**src/rtl/alu_bist_ctrl.sv**
```systemverilog
// Built-in self-test initiator for the ALU: issues LFSR-driven operand/opcode vectors,
// compares the ALU response against a golden model and records the first failure.
module alu_bist_ctrl #(
    parameter int unsigned NUM_VECTORS = 256,
    parameter logic [31:0] SEED        = 32'hACE12345
) (
    input  logic        clk,
    input  logic        reset,
    input  logic        start,
    input  logic        abort,
    input  logic [31:0] alu_result,
    input  logic        alu_zero,
    output logic        test_mode,
    output logic [31:0] alu_a,
    output logic [31:0] alu_b,
    output logic [2:0]  alu_alucont,
    output logic        busy,
    output logic        done,
    output logic        pass,
    output logic [15:0] fail_count,
    output logic [15:0] first_fail_index,
    output logic [31:0] first_fail_result,
    output logic [31:0] first_fail_expected
);

    typedef enum logic [1:0] {IDLE, RUN, DONE} state_t;

    // An all-zero seed would lock the LFSR, so it is replaced by 1.
    localparam logic [31:0] SEED_EFF = (SEED == 32'h0) ? 32'h1 : SEED;
    localparam logic [15:0] LAST_IDX = 16'(NUM_VECTORS - 1);

    state_t      state_q, state_d;
    logic [31:0] lfsr_q, lfsr_d;
    logic [15:0] idx_q, idx_d;
    logic [2:0]  op_sel_q, op_sel_d;
    logic [31:0] alu_a_q, alu_a_d;
    logic [31:0] alu_b_q, alu_b_d;
    logic [2:0]  alucont_q, alucont_d;
    logic [15:0] fail_count_q, fail_count_d;
    logic [15:0] ff_index_q, ff_index_d;
    logic [31:0] ff_result_q, ff_result_d;
    logic [31:0] ff_expected_q, ff_expected_d;

    logic [31:0] exp_result;
    logic        mismatch;
    logic [15:0] nxt_idx;
    logic [31:0] nxt_lfsr;
    logic [2:0]  nxt_op;

    function automatic logic [31:0] lfsr_step(input logic [31:0] v);
        lfsr_step = v[0] ? ((v >> 1) ^ 32'h80200003) : (v >> 1);
    endfunction

    function automatic logic [2:0] op_code(input logic [2:0] sel);
        case (sel)
            3'd0:    op_code = 3'b010;
            3'd1:    op_code = 3'b110;
            3'd2:    op_code = 3'b000;
            3'd3:    op_code = 3'b001;
            default: op_code = 3'b111;
        endcase
    endfunction

    function automatic logic [31:0] golden(input logic [31:0] a, input logic [31:0] b,
                                           input logic [2:0] op);
        logic [31:0] diff;
        diff = a + ~b + 32'd1;
        case (op)
            3'b010:  golden = a + b;
            3'b110:  golden = diff;
            3'b000:  golden = a & b;
            3'b001:  golden = a | b;
            3'b111:  golden = {31'b0, diff[31]};
            default: golden = 32'h0;
        endcase
    endfunction

    always_comb begin
        exp_result = golden(alu_a_q, alu_b_q, alucont_q);
        mismatch   = (alu_result != exp_result) || (alu_zero != (exp_result == 32'h0));
        nxt_idx    = idx_q + 16'd1;
        nxt_lfsr   = lfsr_step(lfsr_q);
        nxt_op     = (op_sel_q == 3'd4) ? 3'd0 : op_sel_q + 3'd1;

        state_d       = state_q;
        lfsr_d        = lfsr_q;
        idx_d         = idx_q;
        op_sel_d      = op_sel_q;
        alu_a_d       = alu_a_q;
        alu_b_d       = alu_b_q;
        alucont_d     = alucont_q;
        fail_count_d  = fail_count_q;
        ff_index_d    = ff_index_q;
        ff_result_d   = ff_result_q;
        ff_expected_d = ff_expected_q;

        if (abort) begin
            state_d = IDLE;
        end else begin
            case (state_q)
                IDLE, DONE: begin
                    if (start) begin
                        state_d       = RUN;
                        fail_count_d  = 16'h0;
                        ff_index_d    = 16'h0;
                        ff_result_d   = 32'h0;
                        ff_expected_d = 32'h0;
                        idx_d         = 16'h0;
                        op_sel_d      = 3'd0;
                        lfsr_d        = SEED_EFF;
                        alu_a_d       = SEED_EFF;
                        alu_b_d       = {SEED_EFF[15:0], SEED_EFF[31:16]};
                        alucont_d     = op_code(3'd0);
                    end
                end
                RUN: begin
                    if (mismatch) begin
                        if (fail_count_q != 16'hFFFF) fail_count_d = fail_count_q + 16'd1;
                        if (fail_count_q == 16'h0) begin
                            ff_index_d    = idx_q;
                            ff_result_d   = alu_result;
                            ff_expected_d = exp_result;
                        end
                    end
                    if (idx_q == LAST_IDX) begin
                        state_d = DONE;
                    end else begin
                        idx_d     = nxt_idx;
                        lfsr_d    = nxt_lfsr;
                        op_sel_d  = nxt_op;
                        alu_a_d   = nxt_lfsr;
                        alu_b_d   = (nxt_idx[2:0] == 3'b110) ? nxt_lfsr
                                                             : {nxt_lfsr[15:0], nxt_lfsr[31:16]};
                        alucont_d = op_code(nxt_op);
                    end
                end
                default: state_d = IDLE;
            endcase
        end
    end

    always_ff @(posedge clk) begin
        if (reset) begin
            state_q       <= IDLE;
            lfsr_q        <= SEED_EFF;
            idx_q         <= 16'h0;
            op_sel_q      <= 3'd0;
            alu_a_q       <= 32'h0;
            alu_b_q       <= 32'h0;
            alucont_q     <= 3'b010;
            fail_count_q  <= 16'h0;
            ff_index_q    <= 16'h0;
            ff_result_q   <= 32'h0;
            ff_expected_q <= 32'h0;
        end else begin
            state_q       <= state_d;
            lfsr_q        <= lfsr_d;
            idx_q         <= idx_d;
            op_sel_q      <= op_sel_d;
            alu_a_q       <= alu_a_d;
            alu_b_q       <= alu_b_d;
            alucont_q     <= alucont_d;
            fail_count_q  <= fail_count_d;
            ff_index_q    <= ff_index_d;
            ff_result_q   <= ff_result_d;
            ff_expected_q <= ff_expected_d;
        end
    end

    assign busy                = (state_q == RUN);
    assign test_mode           = busy;
    assign done                = (state_q == DONE);
    assign pass                = done && (fail_count_q == 16'h0);
    assign alu_a               = alu_a_q;
    assign alu_b               = alu_b_q;
    assign alu_alucont         = alucont_q;
    assign fail_count          = fail_count_q;
    assign first_fail_index    = ff_index_q;
    assign first_fail_result   = ff_result_q;
    assign first_fail_expected = ff_expected_q;

endmodule

```
**config.mk**
```make
export PLATFORM = sky130hd
export DESIGN_NAME = alu_bist_ctrl
export DESIGN_NICKNAME = d
export VERILOG_FILES = /design/src/rtl/alu_bist_ctrl.sv
export SDC_FILE = /design/constraint.sdc
export NUM_CORES = 1
export LEC_CHECK = 0
export ABC_CLOCK_PERIOD_IN_PS = 8600
export BUFFER_PORTS_ARGS = -buffer_cell sky130_fd_sc_hd__buf_4
export CORE_MARGIN = 2
export CORE_UTILIZATION = 46
export CTS_BUF_LIST = sky130_fd_sc_hd__clkbuf_8
export CTS_CLUSTER_DIAMETER = 200
export DETAILED_ROUTE_END_ITERATION = 12
export PLACE_DENSITY_LB_ADDON = 0.2
export SYNTH_ARGS = -nofsm -noshare
export SYNTH_HDL_FRONTEND = slang
export SYNTH_SLANG_ARGS = --single-unit
```
**constraint.sdc**
```tcl
create_clock -name clk -period 8.6 [get_ports clk]
set_clock_uncertainty 0.2 [all_clocks]
set_input_delay 0.86 -clock clk [delete_from_list [all_inputs] [get_ports clk]]
set_output_delay 0.86 -clock clk [all_outputs]
set_load 0.005 [all_outputs]
```
==> results.md, run 1 <==
- Initial antenna violation count: 1
- CTS buffer count: 17
- Final hold vios: 0
- Number of synthesized register bits: 198
- H-tree depth: 4
- Psw: 0.906 mW
- Clock power share: 28.7%
- Max-cap violations: 0
- Most frequent CP cell: inv_1
- GRT Total Usage: 38.0%
- Root Buffer: clkbuf_8
- Met1 usage: 52.4%
- RD Place Congestion: 1.04
- Final Max Slew Viols: 0
- Share of post-route cells with drive strength above 1: 13.5%
- 1st-pass router iterations: 6
- Minimum clock period: 7.03 ns
- Crit Path Max Fanout: 97
- Post-synthesis cell count: 2071
- Vias per cell: 6.53
- First-pass GRT wire length: 97700 um
- RSZ-0062 raised after global routing: no
- Sink Count: 198
- Setup Fix Bufs, Post-CTS: 0
- Core ar.: 0.0324 mm2
- Nets: 2293
- DRT iter0 DRCs: 1779
- Gr ovfl total: 0
- Met3 Track Usage GR: 9.12%
- Final ANT Viol Nets: 0
- Post-synthesis area per instance: 7.27 um2
- Seq pwr share: 42.5%
- Total power: 2.28 mW
- Post-synthesis sequential area ratio: 26.3%
- Setup TNS: 0 ns
- Class of the worst hold path: flop to flop
- Synth Flop Type: dfxtp_1
- Syn_nets: 2219
- Combinational Power Share: 28.7%
- Unique masters post-synth: 83
- Int Power: 1.38 mW
- Pin count of the biggest net entering global routing: 98
- N_diodes: 0
- CP Launch Type: flop
- Port bufs: 203
- Die X: 185 um
- Worst path max stage delay: 0.90 ns
- Ys Warns: 0
- Post-synthesis cell area: 0.0151 mm2
- Post-synth ARST share: 0%
- Switching Share: 39.7%
- Final worst setup slack: 1.57 ns
- # IOs: 204
- Drt drc: 0
- Lkg Pwr: 6.58 nW
- Critical path cell sequence: inv_1 -> ha_1 -> inv_1 -> a21oi_1 -> nand4_1 -> o21ai_1 -> a311oi_1 -> a221o_1 -> a221oi_2 -> nand2_1 -> or4_1 -> or3_4 -> and4_4 -> nor2_1 -> o21ai_0
- Vias in the first global route: 15.4k
- Tightest Pin Transition: 1.29 ns
- Top Usage Layer GRT: met2
- Post-synth EDFFs: 0
- Clock slew at reported path FFs: 0.13 ns
- Place WS: 1.80 ns
- Final HPWL DP: 49900 um
- Critical path type: flop to flop
- FP Rows: 66
- CTS hold repair buffers: 0
- Worst endpoint data arrival time: 7.20 ns
- Max frequency: 0.142 GHz
- Peak supply drop: 174 uV
- Die area: 0.0342 mm2
- Critical Path RT: 8.77 ns
- CP Capture Type: flop
- Fin area: 0.0170 mm2
- Post-Route WL: 66200 um
- Status: completed
- Area post-placement: 0.0166 mm2
- Fin crit share: 81.7%
- Filler cell count: 3254
- Vias: 17.0k
- CTS tree: built
- CP max-delay cell: nor2_1
- Initial Util: 46.5%
- Synth-to-Final Area Change: 12.9%
- M2 GR Usage: 57.0%
- Clock buffer depth: 2
- Setup Viol. Count Final: 0
- Worst-Skew Late Latency: 0.54 ns
- Number of cells upsized or downsized after cts: 0
- Vert. Die Dim: 185 um
- Slew headroom: 13.5%
- Power per cell area: 134 mW/mm2
- Wire per inst: 25.5 um
synthesized netlist by cell type (13+ instances only):
cell	n	area [um2]
nor2_1	207	777
buf_4	19	143
nor3_1	35	175
or4_1	26	195
nor2b_1	18	113
o21a_1	13	97.6
clkbuf_1	128	480
nand3_1	36	180
nand2b_1	20	125
xor2_1	26	228
a311oi_1	13	114
o21ai_0	169	846
and3_1	15	93.8
a31oi_1	24	150
a211oi_1	30	225
mux2i_1	14	140
nor4_1	28	175
inv_1	112	420
xnor2_1	27	236
ha_1	109	1360
a22oi_1	21	158
o31ai_1	25	188
dfxtp_1	198	3960
o211ai_1	23	173
o22ai_1	13	81.3
nand2_1	185	694
nand4_1	93	582
o311ai_0	20	175
a21oi_1	220	1100
cell families after synthesis:
group                    share of synthesized area, %
buffers and inverters                            7.85
adder cells (fa/ha/maj)                          9.33
AND/OR/NAND/NOR                                  24.0
multiplexers                                     1.23
AO/OA/AOI/OAI                                    28.2
flip-flops                                       26.3
XOR/XNOR                                         3.08
critical path, delay by kind of cell (launching register included):
kind	cells	cell delay (ns)
flops	1	0.51
buf+inv	2	0.38
fa+ha+maj	1	0.69
compound gates	6	2.42
simple gates	6	2.64
through the flow:
step                util [%]  hold WS [ns]  cells
global placement        51.2         0.242   2568
CTS                     52.5         0.264   2600
global route            52.5         0.295   2600
finish                  52.5         0.263   2600
detailed placement      51.2         0.245   2568
floorplan                  -         0.245   2071
power by group through the flow:
stage               Clock [mW]  Sequential, mW  Combinational (mW)
finish                   0.656           0.972               0.657
global route             0.692           0.975               0.697
CTS                      0.666           0.970               0.634
detailed placement           0           0.991               0.631
global placement             0           0.990               0.636
floorplan                    0           0.980               0.403
state kept, by name, summed over array words and instances (netlist names):
register,flops
alu_a,14
alu_alucont,3
alu_b,32
fail_count,16
first_fail_expected,32
first_fail_index,16
first_fail_result,32
idx_q,16
lfsr_q,32
op_sel_q,3
state_q,2
layout make-up:
cell class              instances  area, um2  area share (%)
clock buffers                  17        234            1.38
clock inverters                15        199            1.17
inverters                     114        428            2.52
multi-input cells            1589       9930            58.4
flip-flops and latches        198       3970            23.3
well taps                     442        553            3.25
repair buffers                225       1690            9.94
layer usage:
metal  part of all wire (%)  up-vias
met4                    3.9        0
met3                    9.5      140
li1                       -     7681
met1                     43     8241
met5                      0        -
met2                     43      918
cell usage in the layout, fill, tap and decap left out, types with 7 or more instances in the layout:
cell / Yosys / final
a2111oi_0: 7 / 7
a211oi_1: 30 / 30
a21o_1: 11 / 11
a21oi_1: 220 / 218
a221oi_1: 10 / 10
a22oi_1: 21 / 21
a311oi_1: 13 / 13
a31oi_1: 24 / 24
and2_1: 11 / 11
and3_1: 15 / 15
buf_4: 19 / 225
clkbuf_8: 0 / 17
clkinv_8: 0 / 7
dfxtp_1: 198 / 196
ha_1: 109 / 109
inv_1: 112 / 112
mux2i_1: 14 / 14
nand2_1: 185 / 183
nand2b_1: 20 / 20
nand3_1: 36 / 36
nand3b_1: 10 / 10
nand4_1: 93 / 93
nor2_1: 207 / 206
nor2b_1: 18 / 18
nor3_1: 35 / 35
nor4_1: 28 / 28
o2111ai_1: 7 / 7
o211ai_1: 23 / 23
o21a_1: 13 / 13
o21ai_0: 169 / 169
o21ai_1: 11 / 11
o221ai_1: 8 / 8
o22ai_1: 13 / 13
o311ai_0: 20 / 20
o31ai_1: 25 / 25
or3_1: 11 / 11
or4_1: 26 / 26
xnor2_1: 27 / 27
xor2_1: 26 / 26
final timing paths:
path                            slack, ns                    start  cells after the start                      end
worst max register to register       1.57               lfsr_q[14]                     15  first_fail_expected[22]
worst min-delay path                 0.26  first_fail_expected[12]                      2  first_fail_expected[12]
worst min register to register       0.26  first_fail_expected[12]                      2  first_fail_expected[12]
worst max-delay path                 1.57               lfsr_q[14]                     15  first_fail_expected[22]
Power figures use the tool's default switching activity.
==> run 2: changes to the inputs <==
- ABC_CLOCK_PERIOD_IN_PS: 8600 -> 6700
- clock period: 8.6 -> 6.7 ns (I/O delays scaled with it)
==> run 2 against run 1 <==
  * The run now ends with max-capacitance violations, max-slew violations left
  * Combinational power up 29%
  * Highest routed layer unchanged
  * Non-clock buffer count up 27
  * Largest cell class unchanged
  * Power up 29%
  * Critical path depth up 2
  * Wire length down 2.6%
==> results.md, run 2 (synthesized netlist as in run 1, its figures left out) <==
- Status: complete, but fails checks
- Failing checks: max-capacitance violations, max-slew violations
- Critical Path RT: 6.94 ns
- Post-Route WL: 64500 um
- Peak supply drop: 198 uV
- Final Non-Filler Cells: 2627
- Setup Viol. Count Final: 0
- Final ANT Viol Nets: 0
- Pin count of the biggest net entering global routing: 91
- Vias: 16.9k
- Critical path cell sequence: inv_1 -> ha_1 -> inv_1 -> a21oi_1 -> nand4_1 -> o21ai_1 -> a311oi_1 -> a221o_1 -> a221oi_2 -> nand2_1 -> or4_1 -> or3_4 -> nand4_1 -> buf_12 -> nand4_1 -> buf_4 -> o41ai_1
- Most frequent CP cell: nand4_1
- Max frequency: 0.159 GHz
- CTS buffer count: 17
- Hold Slack: 0.130 ns
- Synth-to-Final Area Change: 14.3%
- Sink Count: 198
- Power per cell area: 171 mW/mm2
- CP max-delay cell: ha_1
- Class of the worst hold path: input pin to flop
- Worst endpoint data arrival time: 6.53 ns
- Initial antenna violation count: 1
- Vert. Die Dim: 185 um
- Dpl cells: 2595
- Root Buffer: clkbuf_8
- Minimum clock period: 6.29 ns
- H-tree depth: 4
- Fin crit share: 93.9%
- CP delay by family, top: compound AO/OA/AOI/OAI gates
- Final HPWL DP: 49200 um
- Setup Fix Bufs, Post-CTS: 0
- Max-cap violations: 1
- Number of cells upsized or downsized after cts: 0
- Core ar.: 0.0324 mm2
- Worst path max stage delay: 0.67 ns
- Initial Util: 46.5%
- Vias per cell: 6.42
- Port bufs: 203
- CP Capture Type: flop
- Most frequent cells in the layout: 250 x buf_4, 218 x a21oi_1, 205 x nor2_1
- Final hold vios: 0
- 1st-pass router iterations: 8
- Drt drc: 0
- Buf+Inv Stages, Crit Path: 4
- N_diodes: 0
- Share of post-route cells with drive strength above 1: 14.6%
- Die area: 0.0342 mm2
- Vias in the first global route: 15.2k
- GRT Total Usage: 36.9%
- Clock buffer depth: 2
- # IOs: 204
- Setup TNS: 0 ns
- Clock slew at reported path FFs: 0.12 ns
- Wire per inst: 24.5 um
- CTS hold repair buffers: 0
- First-pass GRT wire length: 95400 um
- Worst-Skew Late Latency: 0.54 ns
- Tightest Pin Transition: 1.49 ns
- CTS tree: built
- Final Max Slew Viols: 1
- CP Launch Type: flop
- DRT iter0 DRCs: 1747
- Nets: 2320
- RSZ-0062 raised after global routing: no
- Most common cell after layout, fill and taps aside: buf_4
- R2r setup slk: 0.41 ns
- Critical path type: flop to flop
- Die X: 185 um
- Gr ovfl total: 0
- Slew headroom: -0.327%
- Crit Path Max Fanout: 37
- RD Place Congestion: 0.984
- Lkg Pwr: 6.72 nW
- FP Rows: 66
run 2: cell types whose count changed in the layout (fill, tap and decap cells not counted):
cell,before,now
inv_6,2,5
inv_1,112,113
buf_12,0,2
buf_4,225,250
nor2_1,206,205
clkinv_8,7,2
bufinv_16,0,1
nor2_2,1,2
run 2: through the flow:
step / worst slack (ns) / util, % / instance area [um2] / total power, mW
global placement: 0.642 / 51.9 / 16800 / 2.09
floorplan: 1.84 / - / 15100 / 1.78
CTS: 0.586 / 53.2 / 17200 / 2.91
detailed placement: 0.628 / 51.9 / 16800 / 2.09
finish: 0.410 / 53.2 / 17200 / 2.94
global route: 0.218 / 53.2 / 17200 / 3.04
run 2: final cells by class:
type	count	area [um2]
sequential	198	3970
multi-input combinational	1589	9930
tap	442	553
inverter	114	428
timing repair buffer	252	1920
clock inverter	15	178
clock buffer	17	234
fill	3156	15200
run 2: worst paths after layout:
kind	cells after the start	end	startpoint
setup / recovery	17	fail_count[15]	lfsr_q[14]
hold / removal	2	state_q[1]	abort
setup reg to reg	17	fail_count[15]	lfsr_q[14]
hold reg to reg	2	first_fail_expected[17]	first_fail_expected[17]
run 2: layer usage:
metal  GRT usage (%)  part of all wire [%]  up-vias
met3            9.56                   9.6      138
met5               0                     0        -
met1            51.1                    44     8137
met2            54.2                    42      852
met4            15.0                   3.8        0
li1                -                     -     7739
run 2: power by group:
group	switching [mW]	total (mW)	internal (mW)
Combinational	0.566	0.847	0.282
Sequential	0.0416	1.25	1.21
Clock	0.524	0.842	0.318
Total	1.13	2.94	1.80
